$ cat src/rtl/data_consumer.sv
// Counter-stream integrity checker: hunts for sequence lock, then
// counts received samples and sequence errors until lock is lost.
module data_consumer #(
  parameter int DATA_WIDTH    = 8,
  parameter int LOCK_COUNT    = 4,
  parameter int LOSS_COUNT    = 3,
  parameter int ERR_CNT_WIDTH = 16,
  parameter int RX_CNT_WIDTH  = 32
) (
  input  logic                     clk,
  input  logic                     reset,
  input  logic [DATA_WIDTH-1:0]    i_Input_Data,
  input  logic                     i_Data_Valid,
  input  logic                     i_Clear_Counters,
  output logic                     o_Locked,
  output logic                     o_Error,
  output logic [ERR_CNT_WIDTH-1:0] o_Error_Count,
  output logic [RX_CNT_WIDTH-1:0]  o_Rx_Count,
  output logic [DATA_WIDTH-1:0]    o_Last_Data
);

  localparam int GW = $clog2(LOCK_COUNT + 1);
  localparam int BW = $clog2(LOSS_COUNT + 1);

  typedef enum logic {
    HUNT   = 1'b0,
    LOCKED = 1'b1
  } state_t;

  state_t                state;
  logic                  have_ref;
  logic [DATA_WIDTH-1:0] expected;
  logic [GW-1:0]         good_run;
  logic [BW-1:0]         bad_run;

  logic                  match;
  logic [GW-1:0]         good_next;
  logic [BW-1:0]         bad_next;
  logic                  ecnt_full;
  logic                  rx_full;

  assign match     = (i_Input_Data == expected);
  assign good_next = good_run + GW'(1);
  assign bad_next  = bad_run + BW'(1);
  assign ecnt_full = &o_Error_Count;
  assign rx_full   = &o_Rx_Count;
  assign o_Locked  = (state == LOCKED);

  always_ff @(posedge clk) begin
    if (reset) begin
      state         <= HUNT;
      have_ref      <= 1'b0;
      expected      <= '0;
      good_run      <= '0;
      bad_run       <= '0;
      o_Error       <= 1'b0;
      o_Error_Count <= '0;
      o_Rx_Count    <= '0;
      o_Last_Data   <= '0;
    end else begin
      o_Error <= 1'b0;
      if (i_Data_Valid) begin
        o_Last_Data <= i_Input_Data;
        expected    <= i_Input_Data + DATA_WIDTH'(1);
        unique case (state)
          HUNT: begin
            if (!have_ref) begin
              have_ref <= 1'b1;
              good_run <= '0;
            end else if (match) begin
              if (good_next == GW'(LOCK_COUNT)) begin
                state    <= LOCKED;
                good_run <= '0;
                bad_run  <= '0;
              end else begin
                good_run <= good_next;
              end
            end else begin
              good_run <= '0;
            end
          end
          LOCKED: begin
            if (!rx_full)
              o_Rx_Count <= o_Rx_Count + RX_CNT_WIDTH'(1);
            if (match) begin
              bad_run <= '0;
            end else begin
              o_Error <= 1'b1;
              if (!ecnt_full)
                o_Error_Count <= o_Error_Count + ERR_CNT_WIDTH'(1);
              // this sample becomes the reference for relocking
              if (bad_next == BW'(LOSS_COUNT)) begin
                state    <= HUNT;
                good_run <= '0;
                bad_run  <= '0;
              end else begin
                bad_run <= bad_next;
              end
            end
          end
          default: state <= HUNT;
        endcase
      end
      if (i_Clear_Counters) begin
        o_Error_Count <= '0;
        o_Rx_Count    <= '0;
      end
    end
  end

endmodule

$ cat config.mk
export PLATFORM = sky130hd
export DESIGN_NAME = data_consumer
export DESIGN_NICKNAME = d
export VERILOG_FILES = /design/src/rtl/data_consumer.sv
export SDC_FILE = /design/constraint.sdc
export NUM_CORES = 1
export LEC_CHECK = 0
export CORE_MARGIN = 5
export CORE_UTILIZATION = 48
export CTS_BUF_LIST = sky130_fd_sc_hd__clkbuf_2 sky130_fd_sc_hd__clkbuf_4 sky130_fd_sc_hd__clkbuf_8
export CTS_CLUSTER_SIZE = 20
export DETAILED_ROUTE_END_ITERATION = 10
export PLACE_DENSITY = 0.78
export SLEW_MARGIN = 10
export SYNTH_ARGS = -nofsm -noshare
export SYNTH_HDL_FRONTEND = slang
export SYNTH_SLANG_ARGS = --single-unit
$ cat constraint.sdc
create_clock -name clk -period 1.9 [get_ports clk]
set_clock_uncertainty 0.1 [all_clocks]
set_input_delay 0.38 -clock clk [delete_from_list [all_inputs] [get_ports clk]]
set_output_delay 0.38 -clock clk [all_outputs]
set_load 0.05 [all_outputs]
# Word level (Yosys, flattened, before mapping)

Cells that the tools add are included.

Register bits: 72
Output and inout port bits: 58
Word-level logic and storage cells: 55

$add $sub $neg: 5
Equal/unequal tests: 8
Muxes and demuxes: 19
Bitwise gates (word level): 5
Reductions and logical operators: 9

Operators by type and width:

| kind                                           | count |
|---|---|
| adder 32 x 1 -> 32 bit (second input constant) | 1 |
| AND reduction 32 bit                           | 1 |
| adder 16 x 1 -> 16 bit (second input constant) | 1 |
| AND reduction 16 bit                           | 1 |
| 2-to-1 mux 3 bit                               | 5 |
| 2-to-1 mux 2 bit                               | 5 |
| adder 8 x 1 -> 8 bit (second input constant)   | 1 |
| equality test 8 bit                            | 1 |
| != test 2 bit (second input constant)          | 4 |
| AND reduction 4 bit                            | 2 |
| 2-to-1 mux 1 bit                               | 6 |
| one-hot mux 3 bit (2 select lines)             | 1 |
| AND reduction 3 bit                            | 2 |
| inverter 1 bit                                 | 5 |
| one-hot mux 2 bit (2 select lines)             | 1 |
| adder 3 x 1 -> 3 bit (second input constant)   | 1 |
| equality test 3 bit (second input constant)    | 1 |
| OR reduction 3 bit                             | 1 |
| adder 2 x 1 -> 2 bit (second input constant)   | 1 |
| equality test 2 bit (second input constant)    | 1 |
| != test 2 x 1 -> 1 bit (second input constant) | 1 |
| one-hot mux 1 bit (2 select lines)             | 1 |
| AND reduction 2 bit                            | 1 |
| OR reduction 2 bit                             | 1 |

# Depth between registers and ports, before layout

Gate-level depths: netlist (run 1).

Depth after elaboration: 6
Depth in mapped cells: 8
Gate-level depth less buffers: 6

# Least setup slack after synthesis (run 1)

No wires, ideal clock.

Kind: register -> register
Start point: reg o_Rx_Count[7]
End point: reg o_Rx_Count[25]
Arrival: 2173 ps
Required time: 1729 ps
Slack: -444 ps
Stages on the path, launching flop included: 6
Buffers on the path: 0
Path through: dfxtp_1 > nand4_2 > or3_1 > a2111o_1 > or3_1 > a21oi_1

Cells in the longest elaborated chain, start to end: 3
Elaborated cells on any way between the ends: 4
Classes of those cells: 1 x add/sub; 1 x bitwise; 2 x reduce/logical

RTL lines:

| what                                                           | RTL line | RTL |
|---|---|---|
| from (decl)                                                    | 18       | `output logic [RX_CNT_WIDTH-1:0] o_Rx_Count,` |
| from (signal assigned)                                         | 84       | `o_Rx_Count <= o_Rx_Count + RX_CNT_WIDTH'(1);` |
| branches (longest 3 deep; another with adder 32 x 1 -> 32 bit) | -        |  |

Parallel ways; which one is timed is not known.
A chain may end at the register's enable or synchronous reset.

# Worst setup path in the final report (run 1)

Start point: reg o_Rx_Count[1]
End point: reg o_Rx_Count[6]

The elaborated chain is that of the path after synthesis.

==> metrics.txt, run 1 <==
number of enable-type register cells in the synthesized netlist=0; Inserted Clock Buffers=9; library cell occupying the most area in the post-synthesis netlist=sky130_fd_sc_hd__dfxtp_1; fraction of the cycle the final worst path needs=103%; number of endpoints with negative hold slack in the final report=0; final cell area excluding filler cells=between 5000 and 6000 um2; Synth Instances=412; data arrival time of the critical path=around 2.1 ns; Remaining Overflow, GRT=0; nets@finish=about 560; required time of the critical path=2.06 ns; register-to-register path setup slack=-0.06 ns; Placement Setup Slack=-0.548 ns; Combinational Power Share=8.0%; RSZ-0062 raised after global routing=true; element type at the critical path start=flip-flop; Clk pwr share=39.7%; Mapped Nets=429; maximum buffer depth of the clock tree=2; P_int=2190 uW; Total Die Area=between 9000 and 10,000 um2; Synth top area share=40.7%; Core Footprint=between 7000 and 8000 um2; clock sinks=72; TritonCTS clock tree=done; die boundary width=95.8 um; Wirelength per Cell=15.3 um; leading post-synthesis cells by instance count=sky130_fd_sc_hd__dfxtp_1, sky130_fd_sc_hd__nor2_1, sky130_fd_sc_hd__a21oi_1; proportion of layout cells with a drive suffix above 1=between 40% and 50%; worst-path maximum fanout=13; area of combinational cells with multiple inputs=2210 um2; biggest area contributors in the synthesized netlist=sky130_fd_sc_hd__dfxtp_1, sky130_fd_sc_hd__a21oi_1, sky130_fd_sc_hd__nor2_1, sky130_fd_sc_hd__nand2_1, sky130_fd_sc_hd__or4_1; type of the most critical hold path=flip-flop to flip-flop; smallest setup slack after layout=-0.0591 ns; diodes inserted=0; final critical delay including setup and external delays=1.96 ns; max_cap viols=0; Final setup violation count=5; Clock Root Buffer=sky130_fd_sc_hd__clkbuf_8; number of port buffers=69; dominant synthesized flop cell=sky130_fd_sc_hd__dfxtp_1; vias after detailed routing=3,711; drt initial violations=126; placer's final routability congestion estimate=0.822; average via count per standard cell=5.72; switching pwr=691 uW; Worst Setup End Kind=flip-flop; Max-slew headroom=72.1%; final hold slack=0.384 ns; fillers=588; Reg area=1580 um2; Warnings, synthesis=0; number of distinct library cells after synthesis=47; Post-CTS Hold Buffers=0; DRT Wirelength=roughly 9.9 mm; Async S/R FF share, synth=0%; htree depth=3; Core Rows=31; Overall Global Routing Usage=22.1%; overall power of the completed layout=a little under 3000 uW; synth-to-layout area growth=47.6%; placed standard-cell area=4750 um2; Final Max Slew Viols=0; leakage component of the power=0.00208 uW; Core Util, Final=72.4%; drt drc=0; most numerous cell in the Yosys netlist=sky130_fd_sc_hd__dfxtp_1; outcome=finished with violations; register area share after synthesis=40.7%; clock-pin slew on the worst setup and hold paths=0.07 ns; Top-Level Pins=70; Clock Latency Late Sink=0.34 ns; Final HPWL DP=6.60 mm; Antenna Nets Post-Route=0; Fmax=510 MHz; pin count of the biggest net entering global routing=29; power share of the sequential group=52.3%; Switching Fraction=24.0%; Worst Path Class, Setup=flip-flop to flip-flop; vias in the first global route=3,549; violations in the final reports=setup timing; first-pass GRT wire length=16.2 mm; Pwr per Cell Area=552 nW/um2; mean area per synthesized cell=8.59 um2; worst supply voltage drop on vdd=slightly above 0.4 mV; number of iterations in the first detailed-routing pass=5; synthesis-stage register bit count=72; synthesized area=approximately 3500 um2; Least-Margin Pin Slew=roughly 0.41 ns; die boundary height=95.8 um; effective utilization at floorplan=49.0%; initial antenna violation count=0
placed cells by master (no fill, tap or decap), types with 3 or more instances in the layout:
cell,netlist,routed
sky130_fd_sc_hd__buf_4,5,124
sky130_fd_sc_hd__nor2_1,38,36
sky130_fd_sc_hd__dfxtp_4,0,31
sky130_fd_sc_hd__nand2_1,32,30
sky130_fd_sc_hd__a21oi_1,37,28
sky130_fd_sc_hd__dfxtp_2,0,21
sky130_fd_sc_hd__dfxtp_1,72,20
sky130_fd_sc_hd__nand3_1,21,18
sky130_fd_sc_hd__or3_1,19,16
sky130_fd_sc_hd__o21ai_0,18,14
sky130_fd_sc_hd__o31ai_1,14,14
sky130_fd_sc_hd__nand4_1,13,13
sky130_fd_sc_hd__or4_1,16,11
sky130_fd_sc_hd__clkbuf_8,0,11
sky130_fd_sc_hd__mux2i_1,10,10
sky130_fd_sc_hd__xnor2_1,9,9
sky130_fd_sc_hd__a21oi_2,0,9
sky130_fd_sc_hd__a211oi_1,10,9
sky130_fd_sc_hd__xor2_1,10,9
sky130_fd_sc_hd__dlygate4sd2_1,0,9
sky130_fd_sc_hd__and3_1,7,6
sky130_fd_sc_hd__or4_4,0,6
sky130_fd_sc_hd__inv_1,5,5
sky130_fd_sc_hd__and4_4,1,4
sky130_fd_sc_hd__a31oi_1,4,4
sky130_fd_sc_hd__a41o_1,4,4
sky130_fd_sc_hd__clkbuf_4,0,4
sky130_fd_sc_hd__nand3_2,0,3
sky130_fd_sc_hd__or3_4,0,3
sky130_fd_sc_hd__and2_1,4,3
sky130_fd_sc_hd__and4_1,7,3
sky130_fd_sc_hd__nor3_1,3,3
sky130_fd_sc_hd__o21ai_1,0,3
sky130_fd_sc_hd__nor2b_1,3,3
sky130_fd_sc_hd__a21o_1,5,3
sky130_fd_sc_hd__ha_1,5,3
flip-flops by register name (all words and copies together) (netlist names):
| signal | count |
|---|---|
| expected | 8 |
| o_Error_Count | 16 |
| o_Locked | 1 |
| o_Last_Data | 8 |
| good_run | 3 |
| o_Rx_Count | 32 |
| have_ref | 1 |
| o_Error | 1 |
| bad_run | 2 |
per-stage QoR:
stage / std cells / TNS (ns)
3_3_place_gp: 616 / -16.22
6_report: 649 / -0.135
2_1_floorplan: 412 / -0.103
5_1_grt: 649 / -1.48
4_1_cts: 640 / -0.346
3_5_place_dp: 616 / -17.81
final cells by class:
type	count	share of cell area, %
clock buffer	15	3.47
clock inverter	1	0.0958
inverter	5	0.359
multi-input combinational	319	42.4
sequential	72	30.3
tap	99	2.37
timing repair buffer	138	21.0
final timing paths:
kind            startpoint            end  cells after the start
max          o_Rx_Count[1]  o_Rx_Count[6]                      8
min            good_run[2]    good_run[2]                      1
max reg2reg  o_Rx_Count[1]  o_Rx_Count[6]                      8
min reg2reg    good_run[2]    good_run[2]                      1
critical path, stage by stage (launching register included):
cell and delay [ns]:
sky130_fd_sc_hd__dfxtp_4 0.37, sky130_fd_sc_hd__ha_4 0.16, sky130_fd_sc_hd__nand4_1 0.13, sky130_fd_sc_hd__nor4_4 0.06, sky130_fd_sc_hd__buf_4 0.16, sky130_fd_sc_hd__a21o_4 0.22
sky130_fd_sc_hd__buf_12 0.14, sky130_fd_sc_hd__or4_4 0.42, sky130_fd_sc_hd__a21oi_2 0.13
logic make-up after synthesis:
group	share of synthesized area, %
compound gates	19.0
xor+xnor	4.70
fa+ha+maj	1.77
buf+inv	3.08
flops	40.7
mux	2.83
simple gates	27.9
what timing repair did:
item	4_1_cts	5_1_grt
buffers inserted	6	9
pin swaps	17	37
gates resized for setup	22	37
endpoints found under the hold margin	0	0
gates cloned	2	0
endpoints found under the setup margin	26	40
power by group through the flow:
stage / clock network (uW) / registers, uW / logic [uW]
CTS: 1180 / 1500 / 226
floorplan: 0 / 1570 / 95.9
global route: 1240 / 1510 / 249
finish: 1140 / 1510 / 231
global placement: 0 / 1540 / 227
detailed placement: 0 / 1540 / 232
per-layer routing:
metal | part of all wire [%] | global-route usage [%] | vias to the layer above
met5 | 0 | 0 | -
li1 | - | - | 1828
met3 | 5.0 | 4.61 | 12
met4 | 1.3 | 8.18 | 0
met2 | 50 | 38.7 | 113
met1 | 43 | 26.5 | 1758
Power figures use the tool's default switching activity.
==> run 2, diff against run 1 <==
--- a/config.mk
+++ b/config.mk
@@ -5,7 +5,7 @@
 export SDC_FILE = /design/constraint.sdc
 export NUM_CORES = 1
 export LEC_CHECK = 0
-export CORE_MARGIN = 5
+export CORE_MARGIN = 2
 export CORE_UTILIZATION = 48
 export CTS_BUF_LIST = sky130_fd_sc_hd__clkbuf_2 sky130_fd_sc_hd__clkbuf_4 sky130_fd_sc_hd__clkbuf_8
 export CTS_CLUSTER_SIZE = 20
==> metrics.txt, run 2 (synthesized netlist as in run 1, its figures left out) <==
first-pass GRT wire length=~16 mm; outcome=finished with violations; register ranked first by flip-flop count=o_Rx_Count; placed standard-cell area=4690 um2; Worst Path Class, Setup=flip-flop to flip-flop; Overall Global Routing Usage=23.1%; beginning of the worst hold path=o_Rx_Count[31]; drt drc=0; Fmax=495 MHz; TritonCTS clock tree=done; final cell area excluding filler cells=5200 um2; vias in the first global route=3,463; data arrival time of the critical path=2.19 ns; RSZ-0062 raised after global routing=true; clock sinks=72; Worst Setup End Kind=flip-flop; Least-Margin Pin Slew=0.511 ns; number of endpoints with negative hold slack in the final report=0; Inserted Clock Buffers=9; CP bufs+invs=1; number of iterations in the first detailed-routing pass=4; die boundary height=89.8 um; synth-to-layout area growth=46.9%; stage delay of the slowest cell on the critical path=0.46 ns; Top-Level Pins=70; Remaining Overflow, GRT=0; largest registers=o_Rx_Count (32), o_Error_Count (16); startpoint of the lowest-slack register-to-register path=o_Rx_Count[1]; Max-slew headroom=65.8%; Core Footprint=7180 um2; Clock Latency Late Sink=0.34 ns; htree depth=3; DRT Wirelength=10.0 mm; Antenna Nets Post-Route=0; Pwr per Cell Area=536 nW/um2; diodes inserted=0; placer's final routability congestion estimate=0.849; Worst path top cell family by delay=simple AND/OR/NAND/NOR gates; Final setup violation count=20; proportion of layout cells with a drive suffix above 1=43.8%; non-filler cells, final=640; drt initial violations=82; critical path cell sequence=ha_4 > nand4_1 > nor4_4 > buf_4 > nand2_2 > or3_4 > a21oi_2; number of flip-flops under the largest register name=32; cell type of the slowest stage on the worst timing path=sky130_fd_sc_hd__nor4_4; Clock Root Buffer=sky130_fd_sc_hd__clkbuf_8; final critical delay including setup and external delays=2.02 ns; max_cap viols=0; vias after detailed routing=3,738; fraction of the cycle the final worst path needs=106%; Placement Setup Slack=-0.492 ns; element type at the critical path start=flip-flop; Wirelength per Cell=~16 um; initial antenna violation count=0; clock-pin slew on the worst setup and hold paths=0.08 ns; Final HPWL DP=6.49 mm; smallest setup slack after layout=-0.119 ns; pin count of the biggest net entering global routing=29; leakage component of the power=0.00203 uW; commonest cells after routing, fill and taps aside=sky130_fd_sc_hd__buf_4, sky130_fd_sc_hd__nor2_1, sky130_fd_sc_hd__dfxtp_4; effective utilization at floorplan=approximately 49%; Total Die Area=8070 um2; number of cells after detailed placement=610; Core Rows=31; worst-path maximum fanout=5; nets@finish=553; Final Max Slew Viols=0; worst supply voltage drop on vdd=0.520 mV; average via count per standard cell=approximately 6; maximum buffer depth of the clock tree=2; type of the most critical hold path=flip-flop to flip-flop; Worst Setup SP=o_Rx_Count[1]; required time of the critical path=2.07 ns; die boundary width=89.8 um; violations in the final reports=setup timing; leading cell type in the layout, fill and taps excluded=sky130_fd_sc_hd__buf_4; number of port buffers=69
[run 2: worst register-to-register path: cells and delay by family (launching register included)]
family,cells,cell delay [ns]
flip-flops,1,0.37
AO/OA/AOI/OAI,1,0.13
AND/OR/NAND/NOR,4,1.00
buffers and inverters,1,0.21
adder cells (fa/ha/maj),1,0.14
[run 2: through the flow]
step | hold WS, ns | power (uW) | utilization [%] | setup TNS, ns
after floorplan | 0.341 | 1670 | - | -0.103
after global placement | 0.357 | 1760 | 65.3 | -14.70
after detailed placement | 0.372 | 1770 | 65.3 | -16.44
after CTS | 0.395 | 2790 | 69.2 | -0.0779
after global routing | 0.417 | 2900 | 72.4 | -2.40
final | 0.395 | 2780 | 72.4 | -0.855
[run 2: final timing paths]
kind,to,slack (ns),depth (start not counted)
max reg2reg,o_Rx_Count[20],-0.12,7
min reg2reg,o_Rx_Count[31],0.40,2
min,o_Rx_Count[31],0.40,2
max,o_Rx_Count[20],-0.12,7
[run 2: metal layers]
metal | vias up | routed length [um] | global-route usage [%]
met2 | 118 | 5050 | 39.6
li1 | 1812 | - | -
met3 | 20 | 482 | 3.86
met1 | 1788 | 4280 | 29.0
met4 | 0 | 205 | 9.49
met5 | - | 0 | 0
[run 2: what timing repair did]
| item | 4_1_cts | 5_1_grt |
|---|---|---|
| endpoints found under the setup margin | 27 | 40 |
| gates cloned | 2 | 1 |
| endpoints found under the hold margin | 0 | 0 |
| pin swaps | 15 | 29 |
| hold buffers | 0 | 0 |
| buffers inserted | 2 | 9 |
| resized for setup | 24 | 42 |
[run 2: power by group]
| group | total, uW | switching (uW) | leakage [uW] | internal, uW |
|---|---|---|---|---|
| sequential | 1510 | 16.9 | 0.000619 | 1490 |
| combinational | 245 | 143 | 0.00133 | 103 |
| clock | 1030 | 544 | 0.0000827 | 488 |
[run 2: area by class of cell]
| cell class | instances | area (um2) |
|---|---|---|
| multi-input cells | 319 | 2260 |
| fillers | 543 | 1980 |
| flip-flops and latches | 72 | 1590 |
| repair buffers | 129 | 1040 |
| clock buffers | 11 | 139 |
| well taps | 99 | 124 |
| clock inverters | 5 | 23.8 |
| inverters | 5 | 18.8 |
